[src/rtl/march_bist_ctrl.sv]
// March C- memory BIST controller for a synchronous-read SRAM of 2^ADDR_W x DATA_W.
// Sequences addresses/data/strobes, checks read data one cycle later, records first-fail info.
module march_bist_ctrl #(
  parameter int                ADDR_W = 4,
  parameter int                DATA_W = 8,
  parameter logic [DATA_W-1:0] BG     = {DATA_W{1'b0}},
  parameter int                CNT_W  = 8
) (
  input  logic              clk,
  input  logic              rst,
  input  logic              start,
  input  logic              stop_on_fail,
  input  logic [DATA_W-1:0] mem_rdata,
  output logic [ADDR_W-1:0] mem_addr,
  output logic [DATA_W-1:0] mem_wdata,
  output logic              mem_we,
  output logic              mem_re,
  output logic              busy,
  output logic              done,
  output logic              fail,
  output logic [ADDR_W-1:0] fail_addr,
  output logic [2:0]        fail_elem,
  output logic [CNT_W-1:0]  fail_count
);

  typedef enum logic [1:0] {S_IDLE, S_RUN, S_DRAIN, S_DONE} state_e;
  typedef enum logic {PH_RD, PH_WR} phase_e;

  localparam logic [ADDR_W-1:0] ADDR_ONE = {{(ADDR_W-1){1'b0}}, 1'b1};
  localparam logic [CNT_W-1:0]  CNT_ONE  = {{(CNT_W-1){1'b0}}, 1'b1};
  localparam logic [2:0]        E_LAST   = 3'd5;

  state_e              state_q, state_d;
  phase_e              phase_q, phase_d;
  logic [2:0]          elem_q, elem_d;
  logic [ADDR_W-1:0]   addr_q, addr_d;
  logic                stop_q, stop_d;
  logic                fail_q, fail_d;
  logic [ADDR_W-1:0]   fail_addr_q, fail_addr_d;
  logic [2:0]          fail_elem_q, fail_elem_d;
  logic [CNT_W-1:0]    fail_count_q, fail_count_d;
  logic                cmp_valid_q, cmp_valid_d;
  logic [DATA_W-1:0]   cmp_exp_q, cmp_exp_d;
  logic [ADDR_W-1:0]   cmp_addr_q, cmp_addr_d;
  logic [2:0]          cmp_elem_q, cmp_elem_d;
  logic                mismatch;
  logic                last_op_at_addr;
  logic                last_addr;

  function automatic logic elem_down(input logic [2:0] e);
    return (e == 3'd3) || (e == 3'd4);
  endfunction

  // Reads in E2/E4 expect the inverted background; writes in E1/E3 store it.
  function automatic logic rd_inverted(input logic [2:0] e);
    return (e == 3'd2) || (e == 3'd4);
  endfunction

  function automatic logic wr_inverted(input logic [2:0] e);
    return (e == 3'd1) || (e == 3'd3);
  endfunction

  // NOTE: every signal driven here gets a default first, so no path leaves it unassigned (no latches).
  always_comb begin
    state_d         = state_q;
    phase_d         = phase_q;
    elem_d          = elem_q;
    addr_d          = addr_q;
    stop_d          = stop_q;
    fail_d          = fail_q;
    fail_addr_d     = fail_addr_q;
    fail_elem_d     = fail_elem_q;
    fail_count_d    = fail_count_q;
    cmp_valid_d     = 1'b0;
    cmp_exp_d       = cmp_exp_q;
    cmp_addr_d      = cmp_addr_q;
    cmp_elem_d      = cmp_elem_q;
    mem_addr        = '0;
    mem_wdata       = '0;
    mem_we          = 1'b0;
    mem_re          = 1'b0;
    last_op_at_addr = 1'b0;
    last_addr       = 1'b0;

    mismatch = cmp_valid_q && (mem_rdata != cmp_exp_q);
    if (mismatch) begin
      if (fail_count_q != '1) fail_count_d = fail_count_q + CNT_ONE;
      if (!fail_q) begin
        fail_d      = 1'b1;
        fail_addr_d = cmp_addr_q;
        fail_elem_d = cmp_elem_q;
      end
    end

    case (state_q)
      S_IDLE, S_DONE: begin
        if (start) begin
          state_d      = S_RUN;
          elem_d       = 3'd0;
          phase_d      = PH_WR;
          addr_d       = '0;
          stop_d       = stop_on_fail;
          fail_d       = 1'b0;
          fail_addr_d  = '0;
          fail_elem_d  = 3'd0;
          fail_count_d = '0;
        end
      end

      S_RUN: begin
        mem_addr = addr_q;
        if (phase_q == PH_RD) begin
          mem_re      = 1'b1;
          cmp_valid_d = 1'b1;
          cmp_exp_d   = rd_inverted(elem_q) ? ~BG : BG;
          cmp_addr_d  = addr_q;
          cmp_elem_d  = elem_q;
        end else begin
          mem_we    = 1'b1;
          mem_wdata = wr_inverted(elem_q) ? ~BG : BG;
        end

        last_op_at_addr = (phase_q == PH_WR) || (elem_q == E_LAST);
        last_addr       = elem_down(elem_q) ? (addr_q == '0) : (addr_q == '1);

        if (!last_op_at_addr) begin
          phase_d = PH_WR;
        end else if (last_addr) begin
          if (elem_q == E_LAST) begin
            state_d = S_DRAIN;
          end else begin
            elem_d  = elem_q + 3'd1;
            addr_d  = elem_down(elem_q + 3'd1) ? '1 : '0;
            phase_d = PH_RD;
          end
        end else begin
          addr_d  = elem_down(elem_q) ? (addr_q - ADDR_ONE) : (addr_q + ADDR_ONE);
          phase_d = (elem_q == 3'd0) ? PH_WR : PH_RD;
        end

        // Abort: the op issued this cycle stands, nothing further is issued or compared.
        if (mismatch && stop_q) begin
          state_d     = S_DONE;
          cmp_valid_d = 1'b0;
        end
      end

      S_DRAIN: state_d = S_DONE;

      default: state_d = S_IDLE;
    endcase
  end

  // NOTE: sequential state uses non-blocking assignments so all flops update together at the edge.
  always_ff @(posedge clk or posedge rst) begin
    if (rst) begin
      state_q      <= S_IDLE;
      phase_q      <= PH_WR;
      elem_q       <= 3'd0;
      addr_q       <= '0;
      stop_q       <= 1'b0;
      fail_q       <= 1'b0;
      fail_addr_q  <= '0;
      fail_elem_q  <= 3'd0;
      fail_count_q <= '0;
      cmp_valid_q  <= 1'b0;
      cmp_exp_q    <= '0;
      cmp_addr_q   <= '0;
      cmp_elem_q   <= 3'd0;
    end else begin
      state_q      <= state_d;
      phase_q      <= phase_d;
      elem_q       <= elem_d;
      addr_q       <= addr_d;
      stop_q       <= stop_d;
      fail_q       <= fail_d;
      fail_addr_q  <= fail_addr_d;
      fail_elem_q  <= fail_elem_d;
      fail_count_q <= fail_count_d;
      cmp_valid_q  <= cmp_valid_d;
      cmp_exp_q    <= cmp_exp_d;
      cmp_addr_q   <= cmp_addr_d;
      cmp_elem_q   <= cmp_elem_d;
    end
  end

  assign busy       = (state_q == S_RUN) || (state_q == S_DRAIN);
  assign done       = (state_q == S_DONE);
  assign fail       = fail_q;
  assign fail_addr  = fail_addr_q;
  assign fail_elem  = fail_elem_q;
  assign fail_count = fail_count_q;

endmodule

[config.mk]
export PLATFORM = sky130hd
export DESIGN_NAME = march_bist_ctrl
export DESIGN_NICKNAME = d
export VERILOG_FILES = /design/src/rtl/march_bist_ctrl.sv
export SDC_FILE = /design/constraint.sdc
export NUM_CORES = 1
export LEC_CHECK = 0
export BUFFER_PORTS_ARGS = -buffer_cell sky130_fd_sc_hd__buf_4
export CORE_UTILIZATION = 35
export DETAILED_ROUTE_END_ITERATION = 10
export PLACE_DENSITY = 0.6
export SYNTH_ARGS = -nofsm -noshare
export SYNTH_HDL_FRONTEND = slang
export SYNTH_SLANG_ARGS = --single-unit
[constraint.sdc]
create_clock -name clk -period 2.71 [get_ports clk]
set_input_delay 0.4065 -clock clk [delete_from_list [all_inputs] [get_ports clk]]
set_output_delay 0.4065 -clock clk [all_outputs]
set_load 0.02 [all_outputs]
* Word level (Yosys, flattened, before mapping) *
Index checks and enable logic that the tools add are counted.

operators by class
  equality and inequality tests = 22
  add/sub/neg operators = 4
  mux-type cells = 51
  bitwise gates (word level) = 1
  reductions and logical operators = 19

operators with widths
  operator             number
  $mux 8               8
  $mux 4               11
  $mux 3               8
  $mux 1               15
  $ne 3x3->1 const B   4
  $mux 2               5
  $eq 3x2->1 const B   3
  $eq 3x3->1 const B   3
  $add 8x1->8 const B  1
  $ne 2x2->1 const B   4
  $ne 8x8->1           1
  $ne 8x8->1 const B   1
  $pmux 4 s2           1
  $reduce_and 4->1     2
  $logic_or 1x1->1     6
  $pmux 2 s3           1
  $pmux 3 s2           1
  $reduce_and 5->1     1
  $add 4x1->4 const B  1
  $eq 2x2->1 const B   2
  $eq 4x4->1 const B   1
  $logic_not 4->1      1
  $ne 4x4->1 const B   1
  $reduce_and 2->1     2
  other kinds (12)     13

storage, ports and cells
  output and inout port bits = 32
  word-level logic and storage cells = 110
  register bits = 43
  input port bits = 12

* Depth between registers and ports, before layout *
Gate-level depths: netlist of run 1.

  depth after elaboration = 8
  gate-level depth with buffers = 10

* Worst setup path before layout of run 1 *
OpenSTA, ideal clock, no wires.

  path kind = reg2out
  start point = reg state_q[1]
  end point = out mem_wdata[1]
  slack = 0.198 ns
  data required time = 2.304 ns
  cell stages (with the launch flop) = 7
  arrival = 2.106 ns
  buffers on the path = 2
  cells stage by stage = dfrtp_1 -> inv_1 -> ha_1 -> clkbuf_1 -> nand2_1 -> nor3_1 -> buf_4

on the way
  cells in the longest elaborated chain, start to end = 2

ends and longest elaborated chain
  item                      line  RTL
  start: declaration        33    state_e state_q, state_d;
  start signal: assignment  171   state_q <= state_d;
  $eq 2x1->1                95    case (state_q)
  $mux 8                    95
  end: declaration          15    output logic [DATA_W-1:0] mem_wdata,

Every way passes these cells.

* Worst setup path after layout of run 1 *
  start point = reg elem_q[0]
  end point = reg addr_q[3]

on the way
  cells in the longest elaborated chain, start to end = 8
  elaborated cells on any way between the ends = 19
  those cells by class = add/sub: 1; eq/ne: 7; mux: 7; reduce/logical: 4

ends and longest elaborated chain
  item                                             line  RTL
  start: declaration                               35    logic [2:0] elem_q, elem_d;
  start signal: assignment                         173   elem_q <= elem_d;
  $add 3x1->3                                      133   addr_d = elem_down(elem_q + 3'd1) ? '1 : '0;
  $eq 3x2->1 / $eq 3x3->1 (equally long branches)  51    return (e == 3'd3) || (e == 3'd4);
  $logic_or 1x1->1                                 51
  $mux 4                                           133
  $mux 4                                           129   if (elem_q == E_LAST) begin
  $mux 4                                           128   end else if (last_addr) begin
  $mux 4                                           126   if (!last_op_at_addr) begin
  $pmux 4 s2                                       95
  end signal: assignment                           174   addr_q <= addr_d;
  end: declaration                                 36    logic [ADDR_W-1:0] addr_q, addr_d;

Several ways; a longest one is shown, not always the timed one. The select of a mux whose other input is x is not followed.
A chain may end at the register's enable or synchronous reset.

==> results of run 1 <==
## path summary, 6_finish.rpt
| kind | to | slack [ns] | depth (start not counted) |
|---|---|---|---|
| worst max register to register | addr_q[3] | 0.41 | 10 |
| max in group asynchronous | phase_q | 2.14 | 3 |
| worst min register to register | cmp_elem_q[2] | 0.48 | 2 |
| worst max-delay path | addr_q[3] | 0.41 | 10 |
| min in group clk | fail_count[2] | 0.32 | 2 |
| worst min-delay path | fail_addr[1] | 0.22 | 3 |
## state kept, by name (all words and copies together), names as in the netlist
signal and cells:
addr_q 4, fail 1, elem_q 3, state_q 2, fail_count 8, stop_q 1
fail_elem 3, cmp_exp_q 1, cmp_elem_q 3, phase_q 1, cmp_valid_q 1, fail_addr 4
cmp_addr_q 4
## metal layers
layer | vias to the layer above | track usage | share of wire
li1 | 847 | - | -
met1 | 799 | 0.220 | 0.48
met2 | 37 | 0.242 | 0.46
met3 | 6 | 0.0377 | 0.039
met4 | 0 | 0.0436 | 0.012
met5 | - | 0 | 0
## kinds of logic (layout without fill, tap and decap cells)
kind of cell	count (synthesis)	in the layout	synth area share
AOI/OAI and AO/OA	46	46	0.147
xor gates and xnor gates	3	3	0.0125
adders and majority gates	13	13	0.0800
buffers and inverters	30	75	0.0675
DFF	36	36	0.430
muxes	16	16	0.0818
and+or+nand+nor	70	70	0.181
## power by group through the flow
stage	Combinational (mW)	Clock [mW]	Sequential, mW
after global routing	0.957	0.510	0.771
after detailed placement	0.859	0	0.760
after floorplan	0.560	0	0.767
after global placement	0.852	0	0.761
final	0.858	0.479	0.753
after CTS	0.867	0.486	0.752
## layout make-up
cell class / instances / area, sq um
clock buffer: 5 / 68.8
clock inverter: 3 / 42.5
sequential: 36 / 902
multi-input combinational: 148 / 1050
inverter: 16 / 60.1
tap: 72 / 90.1
timing repair buffer: 51 / 383
fill: 548 / 3040
## cell usage after synthesis (2+ instances only)
cell type  number  area [sq um]
and3_1          6          37.5
dfrtp_1        35           876
clkbuf_1        5          18.8
a31oi_1         3          18.8
o21ai_0        13          65.1
mux2_2          2          22.5
buf_4           7          52.6
nor2b_1         2          12.5
a21oi_1         9          45.0
xnor2_1         3          26.3
inv_1          15          56.3
nor2_1         19          71.3
nand2b_1        2          12.5
and2_1          3          18.8
nand2_1        14          52.6
or4_1           3          22.5
nand4_1         4          25.0
a211oi_1        3          22.5
mux2i_1        12           120
buf_2           2          10.0
ha_1           11           138
a311oi_1        2          17.5
nand3_1         3          15.0
o31ai_1         2          15.0
or3_1           2          12.5
a21o_1          2          15.0
nor3_1          4          20.0
## critical path, delay by kind of cell (launching register included)
family / cells / cell delay [ns]
flops: 1 / 0.38
buf+inv: 2 / 0.21
xor+xnor: 1 / 0.11
mux: 1 / 0.17
fa+ha+maj: 2 / 0.53
compound gates: 4 / 0.79
## per-stage QoR
step / std cells / setup slack (ns) / hold slack, ns
2_1_floorplan: 214 / 0.198 / 0.450
3_3_place_gp: 323 / 0.502 / 0.462
3_5_place_dp: 323 / 0.414 / 0.475
4_1_cts: 331 / 0.392 / 0.238
5_1_grt: 331 / 0.180 / 0.259
6_report: 331 / 0.412 / 0.217
==> results.tsv, run 1 <==
stage	metric	value	unit
timing	fmaxAchievable	0.435	GHz
grt	antenna_found_initial	0	
floorplan	rows	27	
cts	cts_buffers	5	
timing	finalHoldViolCount	0	
synthesis	synth_cell_types	53	
timing	slew_violations	0	
timing	setup_tns	0	ns
cts	cts_sinks	36	
timing	relSlewSlack	0.496	
drt	vias	1689	
floorplan	ios	44	
synthesis	netlist_instances	214	
layout	final_util	0.461	
cts	cts_hold_buf	0	
setup_path	crit_chain	inv_1 > ha_1 > mux2i_2 > inv_1 > ha_1 > a21o_1 > a21oi_1 > xnor2_1 > o31a_1 > o32ai_1	
grt	grt_max_degree	37	
floorplan	die_w	79.4	um
timing	setup_viol	0	
grt	grt_pass1_wl	7640	um
floorplan	die_h	79.4	um
cts	clock_path_buffers	2	
power	totalPowerFinal	2.09	mW
synthesis	ys.flop_type	dfrtp_1	
layout	fin_nets	282	
synthesis	synthArstFlopShare	1.00	
layout	area_delta_synth_final	24.0	%
drt	first_iter_violations	83	
timing	grt_setup_unrepaired	no	
synthesis	synth_seq_cells	36	
floorplan	coreArea	5640	sq um
grt	grt_usage	0.158	
timing	post-route-period-util	0.848	
synthesis	syn-cell-area	2100	sq um
setup_path	end_kind	flip-flop	
layout	drive_gt1_frac	0.274	
setup_path	cpMaxStageDelayCell	dfrtp_1	
place	io_buffers	43	
power	leakage	1.27	nW
setup_path	path_max_fanout	6	
setup_path	slowest_delay	0.38	ns
power	power.switching	0.820	mW
drt	drc	0	
layout	final_area	2600	sq um
drt	totalWireLength	4600	um
synthesis	yosysWarningCount	0	
drt	detail-route-antenna-nets	0	
layout	final_cell_mix	buf_4, dfrtp_1, nor2_1, inv_1, nand2_1	
floorplan	dieArea	6300	sq um
setup_path	timing.rr.start	elem_q[0]	
synthesis	syn_nets	238	
layout	layout_commonest_cell	buf_4	
power	clockPowerShare	0.229	
timing	period_minus_slack	2.30	ns
timing	finClkSkew	0.00284	ns
power	p_int	1.27	mW
setup_path	crit_required	2.91	ns
setup_path	critical_path_class	reg -> reg	
cts	htree_levels	2	
power	combinationalPowerShare	0.410	
timing	worst_slew_pin_slew	0.752	ns
place	place_hpwl	3370	um
power	p_seq_frac	0.360	
power	irDropWorstVdd	355	uV
run_status	status	finished clean	
job	maxCapViolCount	0	
place	place_congestion	0.755	
place	place_area	2490	sq um
grt	grt_pass1_vias	1553	
cts	cts-root-buf	clkbuf_8	
synthesis	syn_avg_cell_area	9.79	sq um
synthesis	synth_edf_count	0	
drt	wl_per_cell	13.9	um
worst_hold_path	worst_hold_path_type	in -> async	
power	switching_share	0.392	
layout	diodes	0	
cts	clk_latency	0.29	ns
cts	cts.clk_slew.worst_paths	0.08	ns
synthesis	seq_area_frac_synth	0.430	
floorplan	initial_core_util	0.371	
cts	cts_setup_buffers	0	
cts	cts-resized-gates	0	
setup_path	cp-startpoint	elem_q[0]	
setup_path	arrival	2.50	ns
power	power.density	804	nW/um^2
drt	vias_per_cell	5.10	
cts	cts_tree	done	
setup_path	start_kind	flip-flop	
drt	dr.pass1.iters	4	
grt	overflow	0	
(Power assumes the default switching activity.)
==> run 2: changes to the inputs <==
clock period = 2.3 ns   (was 2.71 ns; I/O delays follow)
==> run 2 against run 1 <==
  * Register-to-register slack lost 0.25 ns
  * Routed wire length grew 1.6%
  * Sequential cell count is the same
  * Cell area grew 2.4%
  * Utilization grew 1.1 points
  * Combinational power grew 21%
  * Clock power grew 15%
  * Die area is the same
  * First-iteration DRC count shrank 14%
  * Maximum frequency grew 7.4%
  * Non-clock buffer count grew 5
==> results.tsv, run 2 (synthesized netlist as in run 1, its figures left out) <==
stage	metric	value	unit
layout	largest_reg_flops	8	
setup_path	cp-startpoint	elem_q[1]	
drt	dr.pass1.iters	4	
timing	slew_violations	0	
layout	area_delta_synth_final	26.9	%
setup_path	r2r_slack	0.16	ns
cts	cts_hold_buf	0	
grt	grt_pass1_wl	7900	um
setup_path	path_max_fanout	4	
setup_path	arrival	2.34	ns
drt	vias	1706	
timing	period_minus_slack	2.14	ns
setup_path	end_kind	flip-flop	
floorplan	rows	27	
setup_path	timing.rr.end	addr_q[3]	
grt	overflow	0	
place	place_congestion	0.837	
floorplan	dieArea	6300	sq um
layout	diodes	0	
cts	cts_sinks	36	
cts	htree_levels	2	
setup_path	timing.rr.start	elem_q[1]	
power	leakage	1.30	nW
layout	stdcell_count	336	
grt	grt_pass1_vias	1675	
layout	fin_nets	287	
timing	fmaxAchievable	0.468	GHz
setup_path	critical_path_class	reg -> reg	
layout	final_cell_mix	buf_4, dfrtp_1, nor2_1, nand2_1, inv_1	
grt	grt_usage	0.162	
drt	detail-route-antenna-nets	0	
drt	vias_per_cell	5.08	
drt	first_iter_violations	71	
timing	worst_slew_pin_slew	0.740	ns
timing	relSlewSlack	0.504	
floorplan	die_w	79.4	um
floorplan	ios	44	
drt	drc	0	
grt	antenna_found_initial	0	
cts	cts_tree	done	
cts	cts_buffers	5	
drt	wl_per_cell	13.9	um
grt	grt_max_degree	37	
timing	finalHoldViolCount	0	
place	io_buffers	43	
setup_path	setup.worst_path.end	addr_q[3]	
timing	finClkSkew	0.00573	ns
floorplan	die_h	79.4	um
layout	drive_gt1_frac	0.303	
floorplan	coreArea	5640	sq um
setup_path	start_kind	flip-flop	
cts	cts-root-buf	clkbuf_8	
floorplan	initial_core_util	0.371	
timing	setup_tns	0	ns
job	maxCapViolCount	0	
place	place_hpwl	3450	um
power	power.density	931	nW/um^2
timing	post-route-period-util	0.930	
timing	setup_viol	0	
run_status	status	finished clean	
cts	cts.clk_slew.worst_paths	0.08	ns
setup_path	crit_required	2.50	ns
setup_path	r2r_cells	9	
drt	totalWireLength	4680	um
cts	clock_path_buffers	2	
layout	layout_commonest_cell	buf_4	
place	dp_cells	327	
worst_hold_path	worst_hold_path_type	in -> async	
power	irDropWorstVdd	469	uV
layout	fillCellCount	556	
cts	clk_latency	0.28	ns
-- run 2: layer usage --
layer	track usage	share of wire
met3	0.0343	0.050
met5	0	0
met1	0.220	0.47
met2	0.261	0.48
met4	0.0436	0.0051
-- run 2: worst max-delay path, cell delays in order, from the launching register on --
cell	delay, ns
dfrtp_1	0.42
ha_1	0.25
mux2i_4	0.15
inv_1	0.07
ha_1	0.26
a21o_1	0.19
a21oi_2	0.15
xnor2_1	0.10
o31a_1	0.26
o32ai_2	0.19
-- run 2: through the flow --
step	hold WS [ns]	setup WS, ns	total power [mW]	util	area, sq um
2_1_floorplan	0.430	0.0609	1.57	-	2110
3_3_place_gp	0.471	0.143	1.93	0.449	2530
3_5_place_dp	0.480	0.0824	1.93	0.449	2530
4_1_cts	0.179	0.0791	2.50	0.468	2640
5_1_grt	0.211	-0.00144	2.67	0.472	2660
6_report	0.163	0.161	2.48	0.472	2660
-- run 2: how the worst min path moves through the flow --
| stage | start | end | slack, ns | cells past startpoint |
|---|---|---|---|---|
| final | rst | cmp_addr_q[2] | 0.16 | 3 |
| after global routing | rst | cmp_addr_q[2] | 0.21 | 3 |
| after CTS | rst | cmp_addr_q[2] | 0.18 | 3 |
| after detailed placement | cmp_addr_q[1] | cmp_addr_q[1] | 0.48 | 2 |
| after global placement | cmp_addr_q[3] | cmp_addr_q[3] | 0.47 | 2 |
| after floorplan | start | fail_count[2] | 0.43 | 1 |
-- run 2: final cells by class --
class	instances	area, sq um	area share
clock inverters	2	35.0	0.0132
repair buffers	56	420	0.158
clock buffers	6	72.6	0.0273
flip-flops and latches	36	902	0.339
inverters	16	60.1	0.0226
multi-input cells	148	1080	0.406
well taps	72	90.1	0.0339
-- run 2: timing repair --
| item | 4_1_cts | 5_1_grt |
|---|---|---|
| endpoints found under the setup margin | 0 | 1 |
| buffers inserted | 0 | 1 |
| gates resized for setup | 0 | 4 |
-- run 2: power breakdown --
| part | leakage (nW) | internal [mW] | switching [mW] |
|---|---|---|---|
| clock | 0.0552 | 0.322 | 0.229 |
| combinational | 0.759 | 0.433 | 0.607 |
| sequential | 0.487 | 0.767 | 0.119 |
